[src/rtl/sqrt_pkg.sv]
// sqrt_pkg: shared FSM state encoding and width helpers for sqrt_iter_param.
// No ports; imported by sqrt_step and sqrt_iter_param.
package sqrt_pkg;

  typedef enum logic [1:0] {
    IDLE = 2'd0,
    WORK = 2'd1,
    DONE = 2'd2
  } state_t;

  // One root bit is produced per iteration.
  function automatic int root_w(input int data_w);
    return data_w / 2;
  endfunction

  function automatic bit data_w_ok(input int data_w);
    return (data_w % 2 == 0) && (data_w >= 4);
  endfunction

endpackage

[src/rtl/sqrt_step.sv]
// sqrt_step: one combinational restoring-sqrt iteration.
// In: x, y, m, sum_res (x - b from the summator). Out: b, x_nxt, y_nxt, m_nxt.
module sqrt_step
  import sqrt_pkg::*;
#(
  parameter int DATA_W = 16
) (
  input  logic [DATA_W-1:0] x,
  input  logic [DATA_W-1:0] y,
  input  logic [DATA_W-1:0] m,
  input  logic [DATA_W-1:0] sum_res,
  output logic [DATA_W-1:0] b,
  output logic [DATA_W-1:0] x_nxt,
  output logic [DATA_W-1:0] y_nxt,
  output logic [DATA_W-1:0] m_nxt
);

  always_comb begin
    b     = y | m;
    x_nxt = x;
    y_nxt = y >> 1;
    m_nxt = m >> 2;
    // Compare is local; the summator only supplies the difference.
    if (x >= b) begin
      x_nxt = sum_res;
      y_nxt = (y >> 1) | m;
    end
  end

endmodule

[src/rtl/sqrt_iter_param.sv]
// sqrt_iter_param: iterative floor(sqrt(a_bi)), one root bit per clock,
// subtraction via external summator. Optional rem_bo with `SQRT_REM_EN.
// Ports: clk_i, rst_i (async high), start_i, a_bi, ready_o, busy_o,
// done_o, y_bo, [rem_bo], summator_a_o, summator_b_o, summator_res_i.
module sqrt_iter_param
  import sqrt_pkg::*;
#(
  parameter  int DATA_W = 16,
  localparam int ROOT_W = root_w(DATA_W)
) (
  input  logic              clk_i,
  input  logic              rst_i,
  input  logic              start_i,
  input  logic [DATA_W-1:0] a_bi,
  output logic              ready_o,
  output logic              busy_o,
  output logic              done_o,
  output logic [ROOT_W-1:0] y_bo,
`ifdef SQRT_REM_EN
  output logic [ROOT_W:0]   rem_bo,
`endif
  output logic [DATA_W:0]   summator_a_o,
  output logic [DATA_W:0]   summator_b_o,
  input  logic [DATA_W:0]   summator_res_i
);

  if (!data_w_ok(DATA_W)) begin : g_bad_width
    $error("sqrt_iter_param: DATA_W must be even and >= 4");
  end

  localparam logic [DATA_W-1:0] M_INIT =
    {2'b01, {(DATA_W-2){1'b0}}};
  localparam logic [DATA_W-1:0] M_LAST =
    {{(DATA_W-1){1'b0}}, 1'b1};

  state_t            state;
  logic [DATA_W-1:0] x, y, m;
  logic [DATA_W-1:0] b, x_nxt, y_nxt, m_nxt;

  // Carry-out of the summator is not needed: x >= b is checked locally.
  logic unused_carry;
  assign unused_carry = summator_res_i[DATA_W];

  sqrt_step #(.DATA_W(DATA_W)) u_step (
    .x       (x),
    .y       (y),
    .m       (m),
    .sum_res (summator_res_i[DATA_W-1:0]),
    .b       (b),
    .x_nxt   (x_nxt),
    .y_nxt   (y_nxt),
    .m_nxt   (m_nxt)
  );

  assign summator_a_o = {1'b0, x};
  assign summator_b_o = -{1'b0, b};

  always_ff @(posedge clk_i or posedge rst_i) begin
    if (rst_i) begin
      state   <= IDLE;
      x       <= '0;
      y       <= '0;
      m       <= '0;
      ready_o <= 1'b1;
      busy_o  <= 1'b0;
      done_o  <= 1'b0;
      y_bo    <= '0;
    end else begin
      done_o <= 1'b0;
      unique case (state)
        IDLE: begin
          if (start_i) begin
            x       <= a_bi;
            y       <= '0;
            m       <= M_INIT;
            ready_o <= 1'b0;
            if (a_bi == '0) begin
              state <= DONE;
            end else begin
              state  <= WORK;
              busy_o <= 1'b1;
            end
          end
        end
        WORK: begin
          x <= x_nxt;
          y <= y_nxt;
          m <= m_nxt;
          if (m == M_LAST) begin
            state  <= DONE;
            busy_o <= 1'b0;
          end
        end
        DONE: begin
          y_bo    <= y[ROOT_W-1:0];
          done_o  <= 1'b1;
          ready_o <= 1'b1;
          state   <= IDLE;
        end
        default: state <= IDLE;
      endcase
    end
  end

`ifdef SQRT_REM_EN
  // Remainder is at most 2*root, so ROOT_W+1 bits of x suffice.
  always_ff @(posedge clk_i or posedge rst_i) begin
    if (rst_i) begin
      rem_bo <= '0;
    end else if (state == DONE) begin
      rem_bo <= x[ROOT_W:0];
    end
  end
`endif

endmodule

[config.mk]
export PLATFORM = sky130hd
export DESIGN_NAME = sqrt_iter_param
export DESIGN_NICKNAME = d
export VERILOG_FILES = /design/src/rtl/sqrt_pkg.sv /design/src/rtl/sqrt_step.sv /design/src/rtl/sqrt_iter_param.sv
export SDC_FILE = /design/constraint.sdc
export NUM_CORES = 1
export LEC_CHECK = 0
export BUFFER_PORTS_ARGS = -buffer_cell sky130_fd_sc_hd__buf_2
export CELL_PAD_IN_SITES_DETAIL_PLACEMENT = 0
export CELL_PAD_IN_SITES_GLOBAL_PLACEMENT = 1
export CORE_MARGIN = 2
export CORE_UTILIZATION = 41
export CTS_BUF_LIST = sky130_fd_sc_hd__clkbuf_2
export CTS_CLUSTER_DIAMETER = 60
export DETAILED_ROUTE_END_ITERATION = 6
export HOLD_SLACK_MARGIN = 0.05
export PLACE_DENSITY_LB_ADDON = 0.1
export SLEW_MARGIN = 25
export SYNTH_ARGS = -nofsm -noshare
export SYNTH_HDL_FRONTEND = slang
export SYNTH_SLANG_ARGS = --single-unit
[constraint.sdc]
create_clock -name clk_i -period 3 [get_ports clk_i]
set_clock_uncertainty 0.2 [all_clocks]
set_input_delay 0.3 -clock clk_i [delete_from_list [all_inputs] [get_ports clk_i]]
set_output_delay 0.3 -clock clk_i [all_outputs]
set_load 0.05 [all_outputs]
* Word level (Yosys, flattened, before mapping)
Cells that the tools add are included.
** Word-level totals
- Bits in registers :: 61
- Bits of input ports :: 36
- Word-level logic and storage cells :: 47
** Operators by class
- Multiplexer cells :: 19
- Add/subtract/negate cells :: 1
- Equality and inequality tests :: 7
- Order comparisons :: 1
- Bitwise logic cells :: 2
- Reduce and logical (&&, ||, !) cells :: 9
** Operator list (number)
- case mux 16 bit (2 select lines) :: 3
- two-way mux 16 bit :: 5
- negation 16 -> 17 bit :: 1
- == test 16 x 1 -> 1 bit, second input constant :: 1
- >= comparator 16 bit :: 1
- zero test 16 bit :: 1
- OR 15 x 16 -> 16 bit :: 1
- OR 16 bit :: 1
- two-way mux 2 bit :: 3
- != test 2 bit, second input constant :: 3
- AND reduction 2 bit :: 3
- two-way mux 1 bit :: 5
- case mux 1 bit (2 select lines) :: 2
- case mux 2 bit (2 select lines) :: 1
- AND reduction 4 bit :: 1
- nonzero test 2 bit :: 2
- AND reduction 3 bit :: 1
- == test 2 x 1 -> 1 bit, second input constant :: 1
- == test 2 bit, second input constant :: 1
- zero test 2 bit :: 1
- != test 2 x 1 -> 1 bit, second input constant :: 1

* Logic depth before layout (Yosys ltp)
Gate-level depths: netlist (run 1).
- Depth after elaboration :: 4
- Mapped depth :: 9
- Depth with buffers taken out :: 8

* By module
A second synthesis (run 1) with hierarchy kept.
** Second synthesis, totals
- Cell total of the unflattened synthesis :: 369
- Area, all modules :: 3727.3 µm²
** By module, submodules not included
- sqrt_iter_param :: cells each 247, times used 1, area each 2787.7 µm²
- sqrt_step :: cells each 122, times used 1, area each 939.7 µm²

* Worst setup path before layout (run 1)
Ideal clock, no wire load.
- Kind :: flip-flop to output port
- Start :: register y[0]
- End :: output summator_b_o[12]
- Data required time :: 2.500 ns
- Cell stages (with the launch flop) :: 9
- Data arrival time :: 2.792 ns
- Slack :: -0.292 ns
- Path through :: dfrtp_1 -> or2_2 -> inv_1 -> ha_1 -> nor4b_1 -> nand4_1 -> nor3_1 -> nand2_1 -> xnor2_1
** On the way
- Word-level cells in the longest chain between the ends :: 2
** Ends and longest elaborated chain
- from (decl) :: line sqrt_iter_param.sv:37 : logic [DATA_W-1:0] x, y, m;
- from (signal assigned) :: line sqrt_iter_param.sv:87 : y <= y_nxt;
- OR 16 bit :: line sqrt_step.sv:19 : b = y | m;
- net b[0] :: line sqrt_iter_param.sv:38 : logic [DATA_W-1:0] b, x_nxt, y_nxt, m_nxt;
- negation 16 -> 17 bit :: line sqrt_iter_param.sv:56 : assign summator_b_o = -{1'b0, b};
- to (decl) :: line sqrt_iter_param.sv:23 : output logic [DATA_W:0] summator_b_o,
The timed path passes the listed nets, and every way through them passes these cells.

* Final worst setup path (run 1)
- Start :: register m[0]
- End :: output summator_b_o[12]
** On the way
- Word-level cells in the longest chain between the ends :: 2
** Ends and longest elaborated chain
- from (decl) :: line sqrt_iter_param.sv:37
- from (signal assigned) :: line sqrt_iter_param.sv:88 : m <= m_nxt;
- OR 16 bit :: line sqrt_step.sv:19
- negation 16 -> 17 bit :: line sqrt_iter_param.sv:56
Every way passes these cells.

==> key figures, run 1 <==
Status
  • Status: finished, violations left
  • Failing checks: setup timing

Clock tree
  • H-tree Lvls: 2
  • CTS buffer count: 5
  • Clock Tree Buf Depth: 2
  • CTS tree: done
  • # clock sinks: 52
  • Clock slew at reported path FFs: 0.31 ns
  • Skew-Pair Late Insertion Delay: 0.46 ns
  • Root Driver: clkbuf_2

Timing
  • Fmax: 0.329 GHz
  • Rel. slew slack: 52.3%
  • Final Hold Viols: 0
  • Final Cycle Share: 101%
  • Max Slew Vio Count: 0
  • Endpoints failing setup: 2
  • Unrepaired setup endpoints after global routing: true
  • Final Critical Period: 3.04 ns
  • Worst setup margin: -0.0378 ns
  • Worst-Margin Slew: 0.713 ns
  • Setup TNS: -0.0649 ns

Synthesis
  • Post-synth top area share: 44.7%
  • Top post-synthesis cells by area: dfrtp_1, a221o_1, ha_1
  • Yosys warns: 0
  • Register area share after synthesis: 45.7%
  • Mapped Area: 2850 um2
  • Mapped Nets: 334
  • EDFF count, synth: 0
  • Predominant post-synthesis flop cell: dfrtp_1
  • Synth Area per Inst: 10.1 um2
  • Cell count after synthesis: 283
  • Synth area leader: dfrtp_1
  • Synth async-reset ratio: 100%
  • Yosys reg bits: 52
  • Synth unique cells: 44

Worst setup path
  • Crit-path max FO: 3
  • Crit path DAT: 2.54 ns
  • Type of origin of the critical path: flip-flop
  • Delay of the slowest critical-path stage: 0.45 ns
  • CP max stage cell: dfrtp_1
  • Critical path endpoint category: output port
  • Critical path, cell by cell: or2_4 -> inv_4 -> ha_4 -> nor4b_4 -> nand4_1 -> nor3_2 -> nand2_1 -> xnor2_2 -> buf_6
  • CP Class: flip-flop to output port
  • Origin of the worst setup path: m[0]
  • Worst reg2reg path startpoint: m[12]
  • Data required time of the worst path: 2.50 ns

Layout
  • Antenna Cells: 0
  • Layout filler cell count: 610
  • Sequential cell area: 1300 um2
  • Share of layout cells above drive strength 1: 35.2%
  • Layout Cells excl Fill: 495
  • Nets: 465
  • Final Cell Area: 4020 um2
  • Multi-input logic area: 1540 um2
  • Area grow syn2layout: 41.0%

Route
  • DRT Pass-1 Iters: 4
  • # DRC: 0
  • Final WL: 8330 um
  • Final ANT Viol Nets: 0
  • Via count: 2665
  • Via-to-Cell Ratio: 5.38
  • Initial DRC count: 186
  • Drt wl/cell: 16.8 um

GRT
  • First-pass GRT wire length: 13200 um
  • GRT Util Overall: 22.6%
  • Number of antenna violations at the first check in global routing: 0
  • Largest net degree at the start of global routing: 25
  • Total congestion overflow: 0
  • Vias in the first global route: 2610

Die
  • Initial Util: 42.2%
  • Die area: 7640 um2
  • Num rows: 30
  • Core area: 6760 um2
  • Die width: 87.4 um
  • Die height: 87.4 um
  • Ports: 81

Placement
  • PortBufs: 78
  • Placed cell count: 446
  • DP Area: 3430 um2
  • Pre-CTS setup slack: 0.134 ns
  • GPL Wtd Cong: 0.838
  • HPWL Detailed: 5760 um

Hold path
  • Hold Crit Class: primary input to asynchronous set/reset pin

Job
  • MaxCap Viol Count: 0
## layout make-up
type	instances	share of cell area, %
inverters	12	1.18
repair buffers	140	24.4
clock buffers	5	0.622
well taps	80	2.49
flip-flops and latches	52	32.4
multi-input cells	203	38.3
clock inverters	3	0.653
## routing by layer
| layer | wire (um) | global-route usage (%) | vias up | share of wire [%] |
|---|---|---|---|---|
| met1 | 3670 | 30.6 | 1307 | 44 |
| met5 | 0 | 0 | - | 0 |
| met2 | 4160 | 37.4 | 70 | 50 |
| met4 | 121 | 5.73 | 0 | 1.5 |
| met3 | 378 | 3.98 | 10 | 4.5 |
| li1 | - | - | 1278 | - |
## synth_stat cells (all sizes together), types with 3 or more instances
cell / n
nand3: 5
nor2b: 4
buf: 7
a221o: 20
o21ai: 12
ha: 15
a21oi: 6
and2: 15
o31ai: 7
nor3: 3
inv: 12
nand2: 34
mux2: 8
xnor2: 10
nor4: 9
a21o: 3
nand4: 4
nor2: 20
dfrtp: 51
clkbuf: 9
## metrics by stage
step                hold slack [ns]  utilization [%]
floorplan                     0.224                -
global placement             0.0871             50.8
detailed placement           0.0867             50.8
CTS                          0.0837             57.9
global route                 0.0511             59.5
finish                       0.0851             59.5
## cells in the final DEF, fill, tap and decap left out, types with 3 or more instances in the layout
master and instances:
xnor2_1 5, nor4_1 6, o31ai_1 7, ha_1 14, o21ai_0 12, inv_1 10, buf_6 6, a21oi_1 6
nand3_1 5, buf_2 71, a21o_1 3, and2_1 15, mux2_2 8, xnor2_2 4, nor2_1 19, dlygate4sd3_1 34
nand2_1 34, buf_4 28, nand4_1 4, clkbuf_2 5, dfrtp_1 50, a221o_1 20
## final timing paths
path	slack, ns	to	depth (start not counted)
worst max-delay path	-0.04	summator_b_o[12]	9
worst min-delay path	0.09	y[3]	3
worst max register to register	0.17	x[10]	8
worst min register to register	0.29	ready_o	2
max in group asynchronous	1.86	ready_o	4
min in group clk_i	0.29	ready_o	2
## flip-flops by register name (all words and copies together), names as in the netlist
register	flops
busy_o	1
done_o	1
m	8
ready_o	1
state	2
x	16
y	15
y_bo	8
## repair_timing
action,CTS,global route
setup buffers,3,5
pin swaps,4,5
hold buffers,34,0
gates resized for setup,17,19
endpoints found under the hold margin,68,0
setup endpoints to repair,8,6
## critical path: cells and delay by family, from the launching register on
| family | cells | cell delay, ns |
|---|---|---|
| and+or+nand+nor | 5 | 1.10 |
| xor gates and xnor gates | 1 | 0.17 |
| adders and majority gates | 1 | 0.12 |
| DFF | 1 | 0.45 |
| buffers and inverters | 2 | 0.24 |
## cells by family after synthesis
group                    Yosys count  synth area share, %
XOR/XNOR                          12                 3.68
other                              1                0.131
adder cells (fa/ha/maj)           15                 6.58
buffers and inverters             28                 5.13
AND/OR/NAND/NOR                  107                 19.3
multiplexers                       9                 3.51
flip-flops                        52                 45.7
AO/OA/AOI/OAI                     59                 16.1
Power of run 1 is left out: the tool's default activity adds up to more than one toggle a clock period on the data nets, which glitch-free logic cannot reach.
==> run 2, diff against run 1 <==
BUFFER_PORTS_ARGS = -buffer_cell sky130_fd_sc_hd__buf_4   (was -buffer_cell sky130_fd_sc_hd__buf_2)
==> run 2 against run 1 <==
  * The run now ends clean
  * Hold slack better by 0.086 ns
  * Register-to-register slack hardly changed
  * Sequential cell count stayed put
  * Maximum frequency is 1.9% higher
  * Die area stayed put
  * Critical path type unchanged
==> key figures, run 2 (same netlist as run 1, synthesis figures left out) <==
Status
  • Status: completed

Timing
  • Worst-Margin Slew: 0.671 ns
  • Endpoints failing setup: 0
  • Final hold slack: 0.171 ns
  • Unrepaired setup endpoints after global routing: true
  • Rel. slew slack: 55.1%
  • Final Critical Period: 2.98 ns
  • Fmax: 0.335 GHz
  • Max Slew Vio Count: 0
  • Final Cycle Share: 99.4%
  • Final Hold Viols: 0

Worst setup path
  • Kind of cell adding the most delay to the critical path: simple AND/OR/NAND/NOR gates
  • Type of origin of the critical path: flip-flop
  • Data required time of the worst path: 2.50 ns
  • Crit path DAT: 2.48 ns
  • CP max stage cell: dfrtp_1
  • Worst Path Buf+Inv: 3
  • Reg2Reg Setup Slack: 0.16 ns
  • Crit-path max FO: 3
  • Critical path endpoint category: output port
  • Critical path, cell by cell: or2_4 -> inv_4 -> ha_4 -> nor4b_4 -> nand4_1 -> buf_6 -> nor3_4 -> nand2_1 -> xnor2_2 -> buf_6
  • Most frequent CP cell: buf_6
  • Delay of the slowest critical-path stage: 0.46 ns
  • CP Class: flip-flop to output port

Placement
  • GPL Wtd Cong: 0.810
  • HPWL Detailed: 5740 um
  • PortBufs: 78
  • Placed cell count: 441

Layout
  • Largest register FFs: 16
  • Nets: 461
  • Commonest non-fill, non-tap cells in the layout: buf_4, dfrtp_1, nand2_1, dlygate4sd3_1, a221o_1
  • Share of layout cells above drive strength 1: 34.5%
  • Layout filler cell count: 592
  • Most common cell after layout, fill and taps aside: buf_4
  • Antenna Cells: 0
  • Top flop regs: x (16), y (15)
  • Core Util, Final: 61.7%
  • Reg with most FFs: x
  • Area grow syn2layout: 46.2%
  • Layout Cells excl Fill: 491

GRT
  • Number of antenna violations at the first check in global routing: 0
  • Total congestion overflow: 0
  • Largest net degree at the start of global routing: 31
  • GRT Util Overall: 22.7%
  • First-pass GRT wire length: 13400 um
  • Vias in the first global route: 2671

Job
  • MaxCap Viol Count: 0

Route
  • M1 WL: 3550 um
  • Final WL: 8160 um
  • Drt wl/cell: 16.6 um
  • Max Used Layer: met4
  • Routed wl met3: 309 um
  • Via-to-Cell Ratio: 5.41
  • DR WL met2: 4110 um
  • Via count: 2657
  • Final ANT Viol Nets: 0
  • DRT Pass-1 Iters: 4
  • # DRC: 0
  • Initial DRC count: 99

Clock tree
  • H-tree Lvls: 2
  • # clock sinks: 52
  • Root Driver: clkbuf_2
  • Skew-Pair Late Insertion Delay: 0.47 ns
  • CTS tree: done
  • Clock slew at reported path FFs: 0.30 ns
  • Clock Tree Buf Depth: 2
  • CTS buffer count: 5

Die
  • Die height: 87.4 um
  • Ports: 81
  • Die width: 87.4 um
  • Core area: 6760 um2
  • Num rows: 30
  • Die area: 7640 um2
  • Initial Util: 42.2%

Hold path
  • Hold Crit Class: primary input to asynchronous set/reset pin
-- run 2: changes by cell type in the layout (fill, tap and decap cells not counted), sizes merged --
cell,previous run,this run
buf,105,102
clkbuf,6,5
clkinv,1,0
clkinvlp,0,1
-- run 2: worst paths after layout --
path / cells after the start / endpoint / from
worst max-delay path: 10 / summator_b_o[12] / m[0]
worst min-delay path: 3 / x[9] / rst_i
worst max register to register: 8 / x[5] / m[14]
worst min register to register: 2 / ready_o / ready_o
max in group asynchronous: 4 / ready_o / rst_i
min in group clk_i: 2 / ready_o / ready_o
-- run 2: repair_timing --
item                                   4_1_cts  5_1_grt
setup endpoints to repair                    9        9
resized for setup                           16       11
endpoints found under the hold margin       40        0
setup buffers                                6        2
hold buffers                                34        0
pin swaps                                    4        2
-- run 2: through the flow --
stage          cell area (um2)  setup TNS [ns]  worst slack [ns]
3_3_place_gp              3590               0             0.189
5_1_grt                   4170          -0.538            -0.170
6_report                  4170               0            0.0175
2_1_floorplan             2880               0            0.0470
4_1_cts                   4100         -0.0866           -0.0438
3_5_place_dp              3590               0             0.170
-- run 2: layout make-up --
| type | instances | area (um2) | area share, % |
|---|---|---|---|
| multi-input cells | 203 | 1540 | 36.9 |
| well taps | 80 | 100 | 2.40 |
| flip-flops and latches | 52 | 1300 | 31.3 |
| inverters | 12 | 47.5 | 1.14 |
| clock buffers | 5 | 25.0 | 0.600 |
| repair buffers | 136 | 1130 | 27.1 |
| clock inverters | 3 | 25.0 | 0.600 |
-- run 2: tightest hold or removal path: stages --
cell,delay (ns)
dlygate4sd3_1,0.53
buf_4,0.13
inv_2,0.37
-- run 2: metal layers --
| layer | vias to the layer above | global-route usage [%] |
|---|---|---|
| li1 | 1280 | - |
| met1 | 1307 | 29.5 |
| met2 | 59 | 39.0 |
| met3 | 11 | 3.13 |
| met4 | 0 | 6.99 |
| met5 | - | 0 |
Power of run 2 is left out for the same reason.
==> run 3, diff against run 2 <==
ABC_AREA = 1   (was unset)
CORE_UTILIZATION = 39   (was 41)
==> run 3 against run 2 <==
  * Sequential cell count unchanged
  * Non-clock buffer count decreased by 8
  * Count of clock-buffer cells in the layout is the same
  * Via count grew 8.7%
  * Synthesized area up 4.1%
  * Register-to-register slack better by 0.28 ns
  * Die area up 9.0%
  * Hold slack worse by 0.071 ns
  * Sequential share of layout area hardly changed
==> key figures, run 3 <==
Layout
  • Area grow syn2layout: 40.4%
  • Reg with most FFs: x
  • Layout filler cell count: 718
  • Nets: 555
  • Sequential cell area: 1300 um2
  • Largest register FFs: 16
  • Commonest non-fill, non-tap cells in the layout: nand2_1, buf_4, dfrtp_1, inv_1, dlygate4sd3_1
  • Share of layout cells above drive strength 1: 23.6%
  • Most common cell after layout, fill and taps aside: nand2_1
  • Layout Cells excl Fill: 604
  • Antenna Cells: 0
  • Multi-input logic area: 1480 um2
  • Top flop regs: x (16), y (15)

Worst setup path
  • Crit path DAT: 2.29 ns
  • Type of origin of the critical path: flip-flop
  • R2r worst-path depth: 9
  • Crit-path max FO: 4
  • Reg2Reg Setup Slack: 0.44 ns
  • Data required time of the worst path: 2.50 ns
  • Delay of the slowest critical-path stage: 0.45 ns
  • Worst reg2reg path startpoint: m[10]
  • CP max stage cell: dfrtp_1
  • R2r endpoint: x[13]
  • Critical path endpoint category: output port
  • CP Class: flip-flop to output port
  • Kind of cell adding the most delay to the critical path: simple AND/OR/NAND/NOR gates
  • Worst Path Buf+Inv: 3
  • Critical path, cell by cell: inv_1 -> nand2_2 -> inv_2 -> ha_4 -> nand3_4 -> nor3_4 -> nand4_1 -> nor3_2 -> xor2_1 -> buf_4

Synthesis
  • Cell count after synthesis: 383
  • Post-synth top area share: 43.0%
  • Synth top cells by count: nand2_1, dfrtp_1, inv_1
  • Yosys warns: 0
  • Top post-synthesis cells by area: dfrtp_1, nand2_1, ha_1
  • Mapped Area: 2970 um2
  • Synth area leader: dfrtp_1
  • Count leader, synth: nand2_1
  • Synth Area per Inst: 7.75 um2
  • Register area share after synthesis: 43.9%
  • Predominant post-synthesis flop cell: dfrtp_1
  • Mapped Nets: 434
  • Synth unique cells: 33
  • Synth async-reset ratio: 100%
  • Yosys reg bits: 52
  • EDFF count, synth: 0

Timing
  • Final Hold Viols: 0
  • Endpoints failing setup: 0
  • Worst-Margin Slew: 0.747 ns
  • Max Slew Vio Count: 0
  • Final hold slack: 0.100 ns
  • Final Critical Period: 2.79 ns
  • Rel. slew slack: 50.1%
  • Final Cycle Share: 93.1%
  • Fmax: 0.358 GHz

Route
  • # DRC: 0
  • Drt wl/cell: 12.3 um
  • Final ANT Viol Nets: 0
  • Initial DRC count: 117
  • DRT Pass-1 Iters: 4
  • Final WL: 7420 um
  • Via count: 2888
  • Via-to-Cell Ratio: 4.78

GRT
  • GRT Util Overall: 18.0%
  • First-pass GRT wire length: 12200 um
  • Total congestion overflow: 0
  • Largest net degree at the start of global routing: 53
  • Number of antenna violations at the first check in global routing: 0
  • Vias in the first global route: 2630

Status
  • Status: completed

Clock tree
  • Clock slew at reported path FFs: 0.27 ns
  • CTS buffer count: 5
  • # clock sinks: 52
  • Clock Tree Buf Depth: 2
  • Root Driver: clkbuf_2
  • Skew-Pair Late Insertion Delay: 0.43 ns
  • CTS tree: done
  • H-tree Lvls: 2

Die
  • Core area: 7330 um2
  • Die height: 91.3 um
  • Num rows: 31
  • Die width: 91.3 um
  • Ports: 81
  • Initial Util: 40.5%
  • Die area: 8330 um2

Hold path
  • Worst-case hold path end point: busy_o
  • Hold Crit Class: primary input to flip-flop
  • Hold Startpoint: a_bi[1]
  • Hold path cells: 6

Placement
  • PortBufs: 78
  • Placed cell count: 552
  • GPL Wtd Cong: 0.781
  • HPWL Detailed: 5530 um

Job
  • MaxCap Viol Count: 0
==> run 3: changes by cell type after synthesis, sizes merged, moves of 7 or more <==
cell	delta
nand2	+94
o31ai	-7
inv	+32
xor2	+10
xnor2	-10
mux2	-8
nand3	+21
o21ai	+16
a221o	-20
a22oi	+7
and2	-14
==> run 3: logic make-up after synthesis <==
family / share of synthesized area (%)
XOR/XNOR: 3.54
flip-flops: 43.9
other: 0.126
AND/OR/NAND/NOR: 28.8
adder cells (fa/ha/maj): 6.32
AO/OA/AOI/OAI: 9.40
buffers and inverters: 7.96
==> run 3: cell type report <==
| cell class | instances | share of cell area (%) |
|---|---|---|
| well taps | 99 | 2.97 |
| clock buffers | 5 | 0.600 |
| clock inverters | 3 | 0.450 |
| inverters | 44 | 3.96 |
| flip-flops and latches | 52 | 31.3 |
| repair buffers | 128 | 25.3 |
| multi-input cells | 273 | 35.5 |
==> run 3: how the worst max path moves through the flow <==
stage          start  cells past startpoint  slack [ns]                to
4_1_cts         y[0]                     10        0.02  summator_b_o[14]
5_1_grt         m[8]                      9      -0.001  summator_b_o[14]
3_3_place_gp    m[0]                     10        0.39  summator_b_o[14]
2_1_floorplan   m[0]                      9        0.27  summator_b_o[14]
3_5_place_dp    m[0]                     10        0.34  summator_b_o[14]
6_report        m[0]                     10        0.21  summator_b_o[14]
==> run 3: worst min-delay path: stages <==
cell and delay, ns:
buf_4 0.08, nor4_1 0.05, nand4_1 0.13, nand2_1 0.06, nand2_1 0.05, nand2_1 0.04
==> run 3: layer usage <==
metal  routed length, um  GRT usage, %  vias to the layer above
met5                   0             0                        -
met4                  53          4.17                        0
met3                 372          3.15                        4
met2                3580          30.3                       77
met1                3420          24.3                     1324
li1                    -             -                     1483
==> run 3: timing repair <==
| item | in CTS | in global routing |
|---|---|---|
| setup endpoints to repair | 4 | 6 |
| pin swaps | 3 | 5 |
| hold endpoints to repair | 70 | 0 |
| hold buffers | 37 | 0 |
| resized for setup | 6 | 7 |
| buffers inserted | 3 | 4 |
==> run 3: stage by stage <==
stage               setup slack (ns)  util, %  cell area [um2]  setup TNS, ns
detailed placement             0.343     49.9             3650              0
global route                -0.00126     56.9             4170       -0.00126
floorplan                      0.269        -             2970              0
global placement               0.391     49.9             3650              0
CTS                           0.0170     56.2             4120              0
finish                         0.208     56.9             4170              0
Power of run 3 is left out for the same reason.
